File: config.mk
export PLATFORM = sky130hd
export DESIGN_NAME = fetch_stage
export DESIGN_NICKNAME = d
export VERILOG_FILES = /design/src/rtl/fetch_pkg.sv /design/src/rtl/fetch_stage_if_id_reg.sv /design/src/rtl/fetch_stage.sv
export SDC_FILE = /design/constraint.sdc
export NUM_CORES = 1
export LEC_CHECK = 0
export CAP_MARGIN = 5
export CORE_MARGIN = 3
export CORE_UTILIZATION = 52
export CTS_BUF_LIST = sky130_fd_sc_hd__clkbuf_2 sky130_fd_sc_hd__clkbuf_4 sky130_fd_sc_hd__clkbuf_8
export CTS_CLUSTER_DIAMETER = 200
export DETAILED_ROUTE_END_ITERATION = 10
export PLACE_DENSITY_LB_ADDON = 0.2
export SLEW_MARGIN = 20
export SYNTH_ARGS = -nofsm -noshare
export SYNTH_HDL_FRONTEND = slang
export SYNTH_SLANG_ARGS = --single-unit
File: constraint.sdc
create_clock -name clk -period 9.1 [get_ports clk]
set_input_delay 1.365 -clock clk [delete_from_list [all_inputs] [get_ports clk]]
set_output_delay 1.365 -clock clk [all_outputs]
set_load 0.03 [all_outputs]
File: src/rtl/fetch_pkg.sv
// Shared constants and types for the instruction-fetch stage.
// Address/instruction width, reset PC default, NOP encoding and next-PC select.
package fetch_pkg;

  localparam int XLEN = 32;

  localparam logic [XLEN-1:0] RESET_PC_DEF = 32'h0000_3000;
  localparam logic [XLEN-1:0] NOP_INSTR    = 32'h0000_0000;

  typedef enum logic [1:0] {
    PC_SEQ,
    PC_REDIRECT,
    PC_HOLD
  } pc_sel_e;

  // Branch targets are word-aligned; the low two bits are dropped.
  function automatic logic [XLEN-1:0] align_word(input logic [XLEN-1:0] addr);
    return {addr[XLEN-1:2], 2'b00};
  endfunction

endpackage

File: src/rtl/fetch_stage_if_id_reg.sv
// IF/ID pipeline register: flush inserts a NOP bubble, stall holds all fields,
// otherwise the fetched instruction and its PCs are captured as valid.
module if_id_reg
  import fetch_pkg::*;
(
  input  logic            clk,
  input  logic            rst,
  input  logic            flush_i,
  input  logic            stall_i,
  input  logic [XLEN-1:0] instr_i,
  input  logic [XLEN-1:0] pc_i,
  input  logic [XLEN-1:0] pc4_i,
  output logic            valid_o,
  output logic [XLEN-1:0] instr_o,
  output logic [XLEN-1:0] pc_o,
  output logic [XLEN-1:0] pc4_o
);

  logic            valid_q, valid_d;
  logic [XLEN-1:0] instr_q, instr_d;
  logic [XLEN-1:0] pc_q,    pc_d;
  logic [XLEN-1:0] pc4_q,   pc4_d;

  // NOTE: every output of a combinational block gets a default first, so no
  // path leaves it unassigned and no latch is inferred.
  always_comb begin
    valid_d = valid_q;
    instr_d = instr_q;
    pc_d    = pc_q;
    pc4_d   = pc4_q;
    if (flush_i) begin
      valid_d = 1'b0;
      instr_d = NOP_INSTR;
      pc_d    = '0;
      pc4_d   = '0;
    end else if (!stall_i) begin
      valid_d = 1'b1;
      instr_d = instr_i;
      pc_d    = pc_i;
      pc4_d   = pc4_i;
    end
  end

  // NOTE: sequential state uses non-blocking assignments so every register
  // samples the pre-edge values, independent of statement order.
  always_ff @(posedge clk or posedge rst) begin
    if (rst) begin
      valid_q <= 1'b0;
      instr_q <= NOP_INSTR;
      pc_q    <= '0;
      pc4_q   <= '0;
    end else begin
      valid_q <= valid_d;
      instr_q <= instr_d;
      pc_q    <= pc_d;
      pc4_q   <= pc4_d;
    end
  end

  assign valid_o = valid_q;
  assign instr_o = instr_q;
  assign pc_o    = pc_q;
  assign pc4_o   = pc4_q;

endmodule

File: src/rtl/fetch_stage.sv
// Instruction-fetch stage: PC register, next-PC selection (redirect > stall >
// sequential), imem addressing and the IF/ID register with a fetch counter.
module fetch_stage
  import fetch_pkg::*;
#(
  parameter logic [XLEN-1:0] RESET_PC = RESET_PC_DEF
) (
  input  logic            clk,
  input  logic            rst,
  input  logic            stall_i,
  input  logic            redirect_valid_i,
  input  logic [XLEN-1:0] redirect_pc_i,
  output logic [XLEN-1:0] imem_addr_o,
  input  logic [XLEN-1:0] imem_rdata_i,
  output logic            if_id_valid_o,
  output logic [XLEN-1:0] if_id_instr_o,
  output logic [XLEN-1:0] if_id_pc_o,
  output logic [XLEN-1:0] if_id_pc4_o,
  output logic [XLEN-1:0] fetch_count_o
);

  logic [XLEN-1:0] pc_q, pc_d;
  logic [XLEN-1:0] pc_plus4;
  logic [XLEN-1:0] count_q, count_d;
  pc_sel_e         pc_sel;
  logic            load_valid;

  assign pc_plus4   = pc_q + 32'd4;
  assign load_valid = !redirect_valid_i && !stall_i;

  // Redirect outranks stall so a resolved branch is never lost.
  always_comb begin
    pc_sel = PC_SEQ;
    if (redirect_valid_i) begin
      pc_sel = PC_REDIRECT;
    end else if (stall_i) begin
      pc_sel = PC_HOLD;
    end
  end

  always_comb begin
    pc_d = pc_plus4;
    case (pc_sel)
      PC_REDIRECT: pc_d = align_word(redirect_pc_i);
      PC_HOLD:     pc_d = pc_q;
      default:     pc_d = pc_plus4;
    endcase
  end

  assign count_d = count_q + {{(XLEN-1){1'b0}}, load_valid};

  always_ff @(posedge clk or posedge rst) begin
    if (rst) begin
      pc_q    <= RESET_PC;
      count_q <= '0;
    end else begin
      pc_q    <= pc_d;
      count_q <= count_d;
    end
  end

  if_id_reg u_if_id_reg (
    .clk     (clk),
    .rst     (rst),
    .flush_i (redirect_valid_i),
    .stall_i (stall_i),
    .instr_i (imem_rdata_i),
    .pc_i    (pc_q),
    .pc4_i   (pc_plus4),
    .valid_o (if_id_valid_o),
    .instr_o (if_id_instr_o),
    .pc_o    (if_id_pc_o),
    .pc4_o   (if_id_pc4_o)
  );

  assign imem_addr_o   = pc_q;
  assign fetch_count_o = count_q;

endmodule

==> impl_metrics.prom, run 1 <==
# TYPE chip_impl_metric gauge
chip_impl_metric{name="maxCapViolCount",unit=""} 0
chip_impl_info{name="root_buffer",value="sky130_fd_sc_hd__clkbuf_8"} 1
chip_impl_metric{name="hold-path-cell-count",unit=""} 1
chip_impl_info{name="setup.worst_path.end_class",value="primary output"} 1
chip_impl_metric{name="setup_total_negative_slack",unit="ns"} 0
chip_impl_metric{name="insertedDiodeCount",unit=""} 0
chip_impl_metric{name="wire_per_inst",unit="um"} 17.8
chip_impl_info{name="startpoint_type",value="flop"} 1
chip_impl_metric{name="peakVddDrop",unit="V"} 0.000147
chip_impl_metric{name="report.final.slew_viol_count",unit=""} 0
chip_impl_metric{name="synth_cell_type_count",unit=""} 45
chip_impl_metric{name="grt_util_met1",unit="%"} 33.4
chip_impl_metric{name="synth_xor_xnor_area_share",unit="%"} 9.58
chip_impl_metric{name="buffer_ports.inserted",unit=""} 224
chip_impl_info{name="cts_tree",value="built"} 1
chip_impl_info{name="regToRegEndpoint",value="imem_addr_o[12]"} 1
chip_impl_metric{name="finalCriticalPeriod",unit="ns"} 3.24
chip_impl_metric{name="use_met3",unit="%"} 6.61
chip_impl_metric{name="number_of_enable_type_register_cells_in_the_synthesized_netlist",unit=""} 0
chip_impl_metric{name="post_cts_resized",unit=""} 0
chip_impl_metric{name="area_of_the_mapped_netlist",unit="sq um"} 7410
chip_impl_info{name="final_common_cell",value="sky130_fd_sc_hd__clkdlybuf4s50_1"} 1
chip_impl_metric{name="yosysSeqAreaShare",unit="%"} 52.7
chip_impl_metric{name="final_wirelength",unit="um"} 19500
chip_impl_metric{name="worst_slew_margin_rel",unit="%"} 16.3
chip_impl_metric{name="postSynthAreaPerCell",unit="sq um"} 10.3
chip_impl_metric{name="fin_util",unit="%"} 73.6
chip_impl_metric{name="wire_length_of_the_first_global_routing_pass",unit="um"} 31700
chip_impl_metric{name="setup_slack",unit="ns"} 5.86
chip_impl_metric{name="detailedPlace.worstSlack",unit="ns"} 5.62
chip_impl_metric{name="fin_worst_skew",unit="ns"} 0.0150
chip_impl_info{name="postSynth.topFlopCell",value="sky130_fd_sc_hd__dfrtp_1"} 1
chip_impl_metric{name="multiplexer_fraction_of_the_synthesized_cell_area",unit="%"} 8.38
chip_impl_metric{name="route.detailed.drc",unit=""} 0
chip_impl_metric{name="maximum_number_of_pins_on_one_net_before_global_route_repair",unit=""} 90
chip_impl_metric{name="worst_ep_arrival_time",unit="ns"} 1.88
chip_impl_metric{name="reg2reg_setup_slack",unit="ns"} 6.40
chip_impl_metric{name="yosysWarnings",unit=""} 0
chip_impl_info{name="slowest_stage",value="sky130_fd_sc_hd__clkdlybuf4s50_1"} 1
chip_impl_info{name="unrepaired_setup_endpoints_after_global_routing",value="no"} 1
chip_impl_metric{name="fraction_of_layout_cells_with_a_size_suffix_above_1",unit="%"} 6.32
chip_impl_metric{name="tightest_slew",unit="ns"} 1.24
chip_impl_metric{name="detailedRoute.firstIterationViolations",unit=""} 482
chip_impl_metric{name="clk-insertion-delay-late",unit="ns"} 0.47
chip_impl_metric{name="finalCritPeriodShare",unit="%"} 35.6
chip_impl_metric{name="finalHoldViolations",unit=""} 0
chip_impl_info{name="critical-path-top-delay-family",value="buffers and inverters"} 1
chip_impl_metric{name="die_width",unit="um"} 125
chip_impl_metric{name="average_via_count_per_standard_cell",unit=""} 5.48
chip_impl_metric{name="report.final.setup_viol",unit=""} 0
chip_impl_metric{name="synth_compound_gate_area_share",unit="%"} 5.46
chip_impl_metric{name="critPathMaxFanout",unit=""} 9
chip_impl_metric{name="yosys.area_share.adder",unit="%"} 0.507
chip_impl_metric{name="routed-via-count",unit=""} 5995
chip_impl_metric{name="detail-route-antenna-nets",unit=""} 0
chip_impl_metric{name="firstDrtPassIters",unit=""} 5
chip_impl_info{name="cp_cell_sequence",value="clkdlybuf4s50_1"} 1
chip_impl_metric{name="cts.clk_slew.worst_paths",unit="ns"} 0.08
chip_impl_metric{name="first_global_vias",unit=""} 5992
chip_impl_metric{name="synthCells",unit=""} 717
chip_impl_metric{name="grt_use_total",unit="%"} 24.9
chip_impl_metric{name="clock_sinks",unit=""} 156
chip_impl_info{name="r2r-start",value="imem_addr_o[2]"} 1
chip_impl_metric{name="ys_async_sr_fraction",unit="%"} 100
chip_impl_metric{name="worst-r2r-cell-count",unit=""} 6
chip_impl_metric{name="cp_data_required_time",unit="ns"} 7.74
chip_impl_metric{name="fin_total_pwr",unit="mW"} 1.75
chip_impl_metric{name="tritoncts.num_buffers",unit=""} 17
chip_impl_metric{name="leakage",unit="nW"} 4.25
chip_impl_metric{name="cts_setup_buffers",unit=""} 0
chip_impl_metric{name="path_depth",unit=""} 1
chip_impl_metric{name="clock_tree.htree_level_count",unit=""} 4
chip_impl_metric{name="syn_to_final_growth",unit="%"} 35.1
chip_impl_metric{name="cts_hold_buffers",unit=""} 0
chip_impl_info{name="setup.worst_path.class",value="reg2out"} 1
chip_impl_info{name="outcome",value="complete, no violations"} 1
chip_impl_metric{name="gp_congestion",unit=""} 0.804
chip_impl_metric{name="fmax",unit="GHz"} 0.308
chip_impl_metric{name="postSynthRegisterBits",unit=""} 156
chip_impl_metric{name="clock_path_buffers",unit=""} 2
chip_impl_info{name="layout.cells.most_common_list",value="sky130_fd_sc_hd__clkdlybuf4s50_1 (222), sky130_fd_sc_hd__dfrtp_1 (154), sky130_fd_sc_hd__nor2_1 (106)"} 1
chip_impl_info{name="combinational_family_with_the_most_area_after_synthesis",value="simple AND/OR/NAND/NOR gates"} 1
chip_impl_metric{name="detailedPlacementHpwl",unit="um"} 13600
chip_impl_metric{name="core-area",unit="sq um"} 13600
chip_impl_metric{name="finalNetCount",unit=""} 975
chip_impl_metric{name="powerDensity",unit="nW/um^2"} 174
chip_impl_metric{name="top_level_ports",unit=""} 229
chip_impl_info{name="worstHoldPathType",value="reg2reg"} 1
chip_impl_metric{name="fillCellCount",unit=""} 926
chip_impl_metric{name="die_h",unit="um"} 125
chip_impl_metric{name="use_met2",unit="%"} 39.7
chip_impl_metric{name="dieArea",unit="sq um"} 15700
chip_impl_metric{name="globalRoute.totalOverflow",unit=""} 0
chip_impl_info{name="whs_endpoint",value="fetch_count_o[31]"} 1
chip_impl_metric{name="cp_num_buf_inv",unit=""} 1
chip_impl_metric{name="start_util",unit="%"} 54.4
chip_impl_info{name="hold_path.startpoint",value="fetch_count_o[31]"} 1
chip_impl_info{name="busiest_layer",value="met2"} 1
chip_impl_metric{name="antenna_found_initial",unit=""} 0
chip_impl_metric{name="cpPeakStageDelay",unit="ns"} 0.73
chip_impl_metric{name="rows",unit=""} 42
chip_impl_metric{name="synthSimpleGateAreaFrac",unit="%"} 18.8
-- registers in the layout, indices dropped and copies added, names as in the netlist --
name                 flops
u_if_id_reg.instr_o     32
u_if_id_reg.pc_o        31
fetch_count_o           32
u_if_id_reg.pc4_o       30
imem_addr_o             30
u_if_id_reg.valid_o      1
-- cell usage after synthesis (2+ instances only) --
library cell	instances	share of area, %
sky130_fd_sc_hd__buf_6	2	0.30
sky130_fd_sc_hd__inv_1	5	0.25
sky130_fd_sc_hd__nand2_1	66	3.3
sky130_fd_sc_hd__a21oi_1	12	0.81
sky130_fd_sc_hd__mux2i_1	62	8.4
sky130_fd_sc_hd__clkbuf_1	28	1.4
sky130_fd_sc_hd__nor3_2	2	0.27
sky130_fd_sc_hd__buf_1	2	0.10
sky130_fd_sc_hd__xnor2_1	47	5.6
sky130_fd_sc_hd__nand4_1	25	2.1
sky130_fd_sc_hd__and2_1	6	0.51
sky130_fd_sc_hd__nor4_2	5	0.84
sky130_fd_sc_hd__dfstp_2	2	0.71
sky130_fd_sc_hd__nand3_4	2	0.47
sky130_fd_sc_hd__nor2b_1	3	0.25
sky130_fd_sc_hd__buf_4	13	1.3
sky130_fd_sc_hd__nor2_1	106	5.4
sky130_fd_sc_hd__ha_1	3	0.51
sky130_fd_sc_hd__xor2_1	34	4.0
sky130_fd_sc_hd__a311oi_1	4	0.47
sky130_fd_sc_hd__nand2_2	2	0.17
sky130_fd_sc_hd__buf_2	14	0.95
sky130_fd_sc_hd__dfrtp_1	154	52
sky130_fd_sc_hd__nor3_1	9	0.61
sky130_fd_sc_hd__o21ai_1	5	0.34
sky130_fd_sc_hd__nor4_1	9	0.76
sky130_fd_sc_hd__o21ai_0	30	2.0
sky130_fd_sc_hd__a211oi_1	16	1.6
sky130_fd_sc_hd__and3_1	4	0.34
sky130_fd_sc_hd__or3_1	6	0.51
sky130_fd_sc_hd__nand3_1	22	1.5
sky130_fd_sc_hd__and4_1	4	0.47
-- kinds of logic after synthesis --
family / Yosys count
flops: 156
mux: 62
xor+xnor: 81
simple gates: 279
fa+ha+maj: 3
other cells: 1
compound gates: 69
buf+inv: 66
-- worst max-delay path by stage --
stage,slack (ns),to,start
after floorplan,3.53,fetch_count_o[0],rst
after global placement,5.68,imem_addr_o[15],stall_i
after CTS,5.84,imem_addr_o[12],imem_addr_o[12]
after global routing,5.82,imem_addr_o[12],imem_addr_o[12]
after detailed placement,5.62,imem_addr_o[13],stall_i
final,5.86,imem_addr_o[12],imem_addr_o[12]
-- cell type report --
| class | count | area, sq um | share of cell area [%] |
|---|---|---|---|
| Multi-Input combinational cell | 496 | 3180 | 31.7 |
| Sequential cell | 156 | 3910 | 39.0 |
| Clock inverter | 11 | 140 | 1.40 |
| Tap cell | 176 | 220 | 2.20 |
| Clock buffer | 21 | 283 | 2.82 |
| Inverter | 6 | 27.5 | 0.275 |
| Timing Repair Buffer | 227 | 2260 | 22.6 |
-- per-layer routing --
metal / vias to the layer above / part of all wire (%)
li1: 2802 / -
met1: 2924 / 42
met2: 245 / 49
met3: 24 / 7.2
met4: 0 / 1.7
met5: - / 0
-- where the power goes --
| group | leakage [nW] | total (mW) | internal [mW] | switching, mW |
|---|---|---|---|---|
| clock | 0.219 | 0.553 | 0.295 | 0.258 |
| combinational | 1.98 | 0.382 | 0.161 | 0.220 |
| sequential | 2.05 | 0.811 | 0.744 | 0.0663 |
-- through the flow --
stage / hold WS, ns / cells / instance area [sq um]
final: 0.483 / 1093 / 10000
after global routing: 0.528 / 1093 / 10000
after floorplan: 0.654 / 718 / 7410
after detailed placement: 0.482 / 1061 / 9590
after global placement: 0.462 / 1061 / 9590
after CTS: 0.493 / 1093 / 10000
Power figures use the tool's default switching activity.
==> run 2, diff against run 1 <==
--- a/config.mk
+++ b/config.mk
@@ -7,7 +7,7 @@
 export LEC_CHECK = 0
 export CAP_MARGIN = 5
 export CORE_MARGIN = 3
-export CORE_UTILIZATION = 52
+export CORE_UTILIZATION = 44
 export CTS_BUF_LIST = sky130_fd_sc_hd__clkbuf_2 sky130_fd_sc_hd__clkbuf_4 sky130_fd_sc_hd__clkbuf_8
 export CTS_CLUSTER_DIAMETER = 200
 export DETAILED_ROUTE_END_ITERATION = 10
==> constraint.sdc (replaced) <==
create_clock -name clk -period 2.7 [get_ports clk]
set_input_delay 0.405 -clock clk [delete_from_list [all_inputs] [get_ports clk]]
set_output_delay 0.405 -clock clk [all_outputs]
set_load 0.03 [all_outputs]
==> run 2 against run 1 <==
Effect of this change:
- global-route usage down 3.0 points
- sequential share of layout area down 0.89 points
- utilization shrank 10 points
- setup slack worse by 5.5 ns
- via count is 0.37% lower
- wire length is 0.88% higher
- final cell count up 5.0%
- sequential power grew to 3.3 times the previous value
- non-clock buffer count up 15
- register-to-register slack got worse by 6.1 ns
- count of clock-buffer cells in the layout fell by 2
- die area up 17%
- highest routed layer unchanged
==> impl_metrics.prom, run 2 (synthesized netlist as in run 1, its figures left out) <==
# TYPE chip_impl_metric gauge
chip_impl_info{name="outcome",value="complete, no violations"} 1
chip_impl_metric{name="setup_total_negative_slack",unit="ns"} 0
chip_impl_metric{name="peakVddDrop",unit="V"} 0.000338
chip_impl_metric{name="post_cts_resized",unit=""} 0
chip_impl_metric{name="insertedDiodeCount",unit=""} 0
chip_impl_metric{name="syn_to_final_growth",unit="%"} 38.3
chip_impl_metric{name="clock_tree.htree_level_count",unit=""} 4
chip_impl_metric{name="antenna_found_initial",unit=""} 0
chip_impl_metric{name="fin_worst_skew",unit="ns"} 0.0162
chip_impl_metric{name="cts_setup_buffers",unit=""} 0
chip_impl_info{name="setup.worst_path.class",value="reg2reg"} 1
chip_impl_metric{name="detailedPlacementHpwl",unit="um"} 14200
chip_impl_metric{name="worst_slew_margin_rel",unit="%"} 43.9
chip_impl_metric{name="detail-route-antenna-nets",unit=""} 0
chip_impl_metric{name="finalNetCount",unit=""} 990
chip_impl_metric{name="clk-insertion-delay-late",unit="ns"} 0.44
chip_impl_metric{name="globalRoute.totalOverflow",unit=""} 0
chip_impl_metric{name="cts.clk_slew.worst_paths",unit="ns"} 0.09
chip_impl_metric{name="leakage",unit="nW"} 4.34
chip_impl_metric{name="final_wirelength",unit="um"} 19700
chip_impl_info{name="startpoint_type",value="flop"} 1
chip_impl_metric{name="finalCritPeriodShare",unit="%"} 87.6
chip_impl_metric{name="firstDrtPassIters",unit=""} 4
chip_impl_metric{name="buffer_ports.inserted",unit=""} 224
chip_impl_metric{name="dieArea",unit="sq um"} 18400
chip_impl_metric{name="start_util",unit="%"} 45.8
chip_impl_info{name="root_buffer",value="sky130_fd_sc_hd__clkbuf_8"} 1
chip_impl_metric{name="fin_total_pwr",unit="mW"} 5.98
chip_impl_metric{name="tritoncts.num_buffers",unit=""} 17
chip_impl_metric{name="detailedRoute.firstIterationViolations",unit=""} 389
chip_impl_metric{name="fmax",unit="GHz"} 0.423
chip_impl_metric{name="maxCapViolCount",unit=""} 0
chip_impl_metric{name="report.final.slew_viol_count",unit=""} 0
chip_impl_metric{name="sw_pwr",unit="mW"} 1.86
chip_impl_metric{name="gp_congestion",unit=""} 0.815
chip_impl_metric{name="fillCellCount",unit=""} 1284
chip_impl_metric{name="worst_ep_arrival_time",unit="ns"} 2.67
chip_impl_metric{name="area_of_combinational_cells_with_multiple_inputs",unit="sq um"} 3180
chip_impl_metric{name="clock_sinks",unit=""} 156
chip_impl_metric{name="routed-via-count",unit=""} 5973
chip_impl_metric{name="maximum_number_of_pins_on_one_net_before_global_route_repair",unit=""} 152
chip_impl_info{name="worstHoldPathType",value="in2reg"} 1
chip_impl_metric{name="die_h",unit="um"} 136
chip_impl_metric{name="sw_ratio",unit="%"} 31.1
chip_impl_metric{name="rows",unit=""} 46
chip_impl_metric{name="cellInternalPower",unit="mW"} 4.13
chip_impl_metric{name="share_seq_of_total_power",unit="%"} 45.4
chip_impl_metric{name="wire_per_inst",unit="um"} 17.1
chip_impl_metric{name="p_comb_share",unit="%"} 22.1
chip_impl_metric{name="report.final.setup_viol",unit=""} 0
chip_impl_metric{name="clock_power_share",unit="%"} 32.5
chip_impl_metric{name="fin_util",unit="%"} 63.3
chip_impl_info{name="setup.worst_path.end_class",value="flop"} 1
chip_impl_info{name="layout.cells.most_common_list",value="sky130_fd_sc_hd__clkdlybuf4s50_1 (222), sky130_fd_sc_hd__dfrtp_1 (154), sky130_fd_sc_hd__nor2_1 (106)"} 1
chip_impl_metric{name="first_global_vias",unit=""} 6149
chip_impl_metric{name="cts_hold_buffers",unit=""} 0
chip_impl_metric{name="fraction_of_layout_cells_with_a_size_suffix_above_1",unit="%"} 7.83
chip_impl_metric{name="critPathMaxFanout",unit=""} 12
chip_impl_info{name="final_common_cell",value="sky130_fd_sc_hd__clkdlybuf4s50_1"} 1
chip_impl_metric{name="layout.area.seq",unit="sq um"} 3910
chip_impl_metric{name="grt_use_total",unit="%"} 21.9
chip_impl_metric{name="powerDensity",unit="nW/um^2"} 584
chip_impl_info{name="cts_tree",value="built"} 1
chip_impl_metric{name="top_level_ports",unit=""} 229
chip_impl_metric{name="wire_length_of_the_first_global_routing_pass",unit="um"} 32100
chip_impl_metric{name="finalHoldViolations",unit=""} 0
chip_impl_metric{name="tightest_slew",unit="ns"} 0.840
chip_impl_metric{name="average_via_count_per_standard_cell",unit=""} 5.20
chip_impl_metric{name="route.detailed.drc",unit=""} 0
chip_impl_metric{name="die_width",unit="um"} 136
chip_impl_metric{name="core-area",unit="sq um"} 16200
chip_impl_metric{name="cp_data_required_time",unit="ns"} 3.01
chip_impl_info{name="unrepaired_setup_endpoints_after_global_routing",value="no"} 1
chip_impl_metric{name="finalCriticalPeriod",unit="ns"} 2.36
chip_impl_metric{name="clock_path_buffers",unit=""} 2
-- run 2: changes by cell type in the layout (fill, tap and decap cells not counted), moves of 2 or more --
cell,delta
sky130_fd_sc_hd__buf_4,+11
sky130_fd_sc_hd__clkinv_2,-2
sky130_fd_sc_hd__clkinv_4,+2
sky130_fd_sc_hd__clkbuf_8,-2
sky130_fd_sc_hd__buf_12,+4
-- run 2: worst max-delay path: stages (launching register included) --
cell	delay, ns
sky130_fd_sc_hd__dfrtp_1	0.49
sky130_fd_sc_hd__ha_1	0.29
sky130_fd_sc_hd__nand3_4	0.16
sky130_fd_sc_hd__nor4_1	0.67
sky130_fd_sc_hd__buf_4	0.23
sky130_fd_sc_hd__nand3_1	0.11
sky130_fd_sc_hd__xor2_1	0.20
sky130_fd_sc_hd__o21ai_1	0.07
-- run 2: area by class of cell --
cell class | instances | share of cell area (%)
timing repair buffer | 242 | 23.6
inverter | 6 | 0.256
clock inverter | 13 | 1.84
multi-input combinational | 496 | 31.0
sequential | 156 | 38.1
clock buffer | 19 | 2.49
tap | 216 | 2.64
-- run 2: power by group through the flow --
stage / registers [mW] / logic (mW) / clock network, mW
final: 2.71 / 1.32 / 1.95
after global routing: 2.75 / 1.42 / 2.09
after CTS: 2.71 / 1.34 / 1.99
after detailed placement: 2.76 / 1.33 / 0
after global placement: 2.75 / 1.32 / 0
after floorplan: 3.03 / 0.466 / 0
-- run 2: through the flow --
stage / hold slack, ns / setup slack (ns) / area (sq um) / instances
6_report: 0.374 / 0.335 / 10200 / 1148
5_1_grt: 0.361 / 0.212 / 10200 / 1148
4_1_cts: 0.335 / 0.394 / 10200 / 1148
3_5_place_dp: 0.476 / 0.351 / 9800 / 1116
3_3_place_gp: 0.464 / 0.416 / 9800 / 1116
2_1_floorplan: 0.520 / 0.201 / 7420 / 718
-- run 2: worst paths after layout --
kind,startpoint,to,slack (ns),depth (start not counted)
hold reg to reg,fetch_count_o[31],fetch_count_o[31],0.48,1
hold / removal,stall_i,u_if_id_reg.pc4_o[13],0.37,3
min in group asynchronous,rst,imem_addr_o[22],0.39,2
setup / recovery,imem_addr_o[3],imem_addr_o[30],0.34,7
setup reg to reg,imem_addr_o[3],imem_addr_o[30],0.34,7
max in group asynchronous,rst,fetch_count_o[10],1.63,3
-- run 2: routing by layer --
layer,track usage (%),share of wire (%)
met1,28.9,43
met2,35.8,49
met3,5.31,6.2
met4,7.17,1.6
met5,0,0
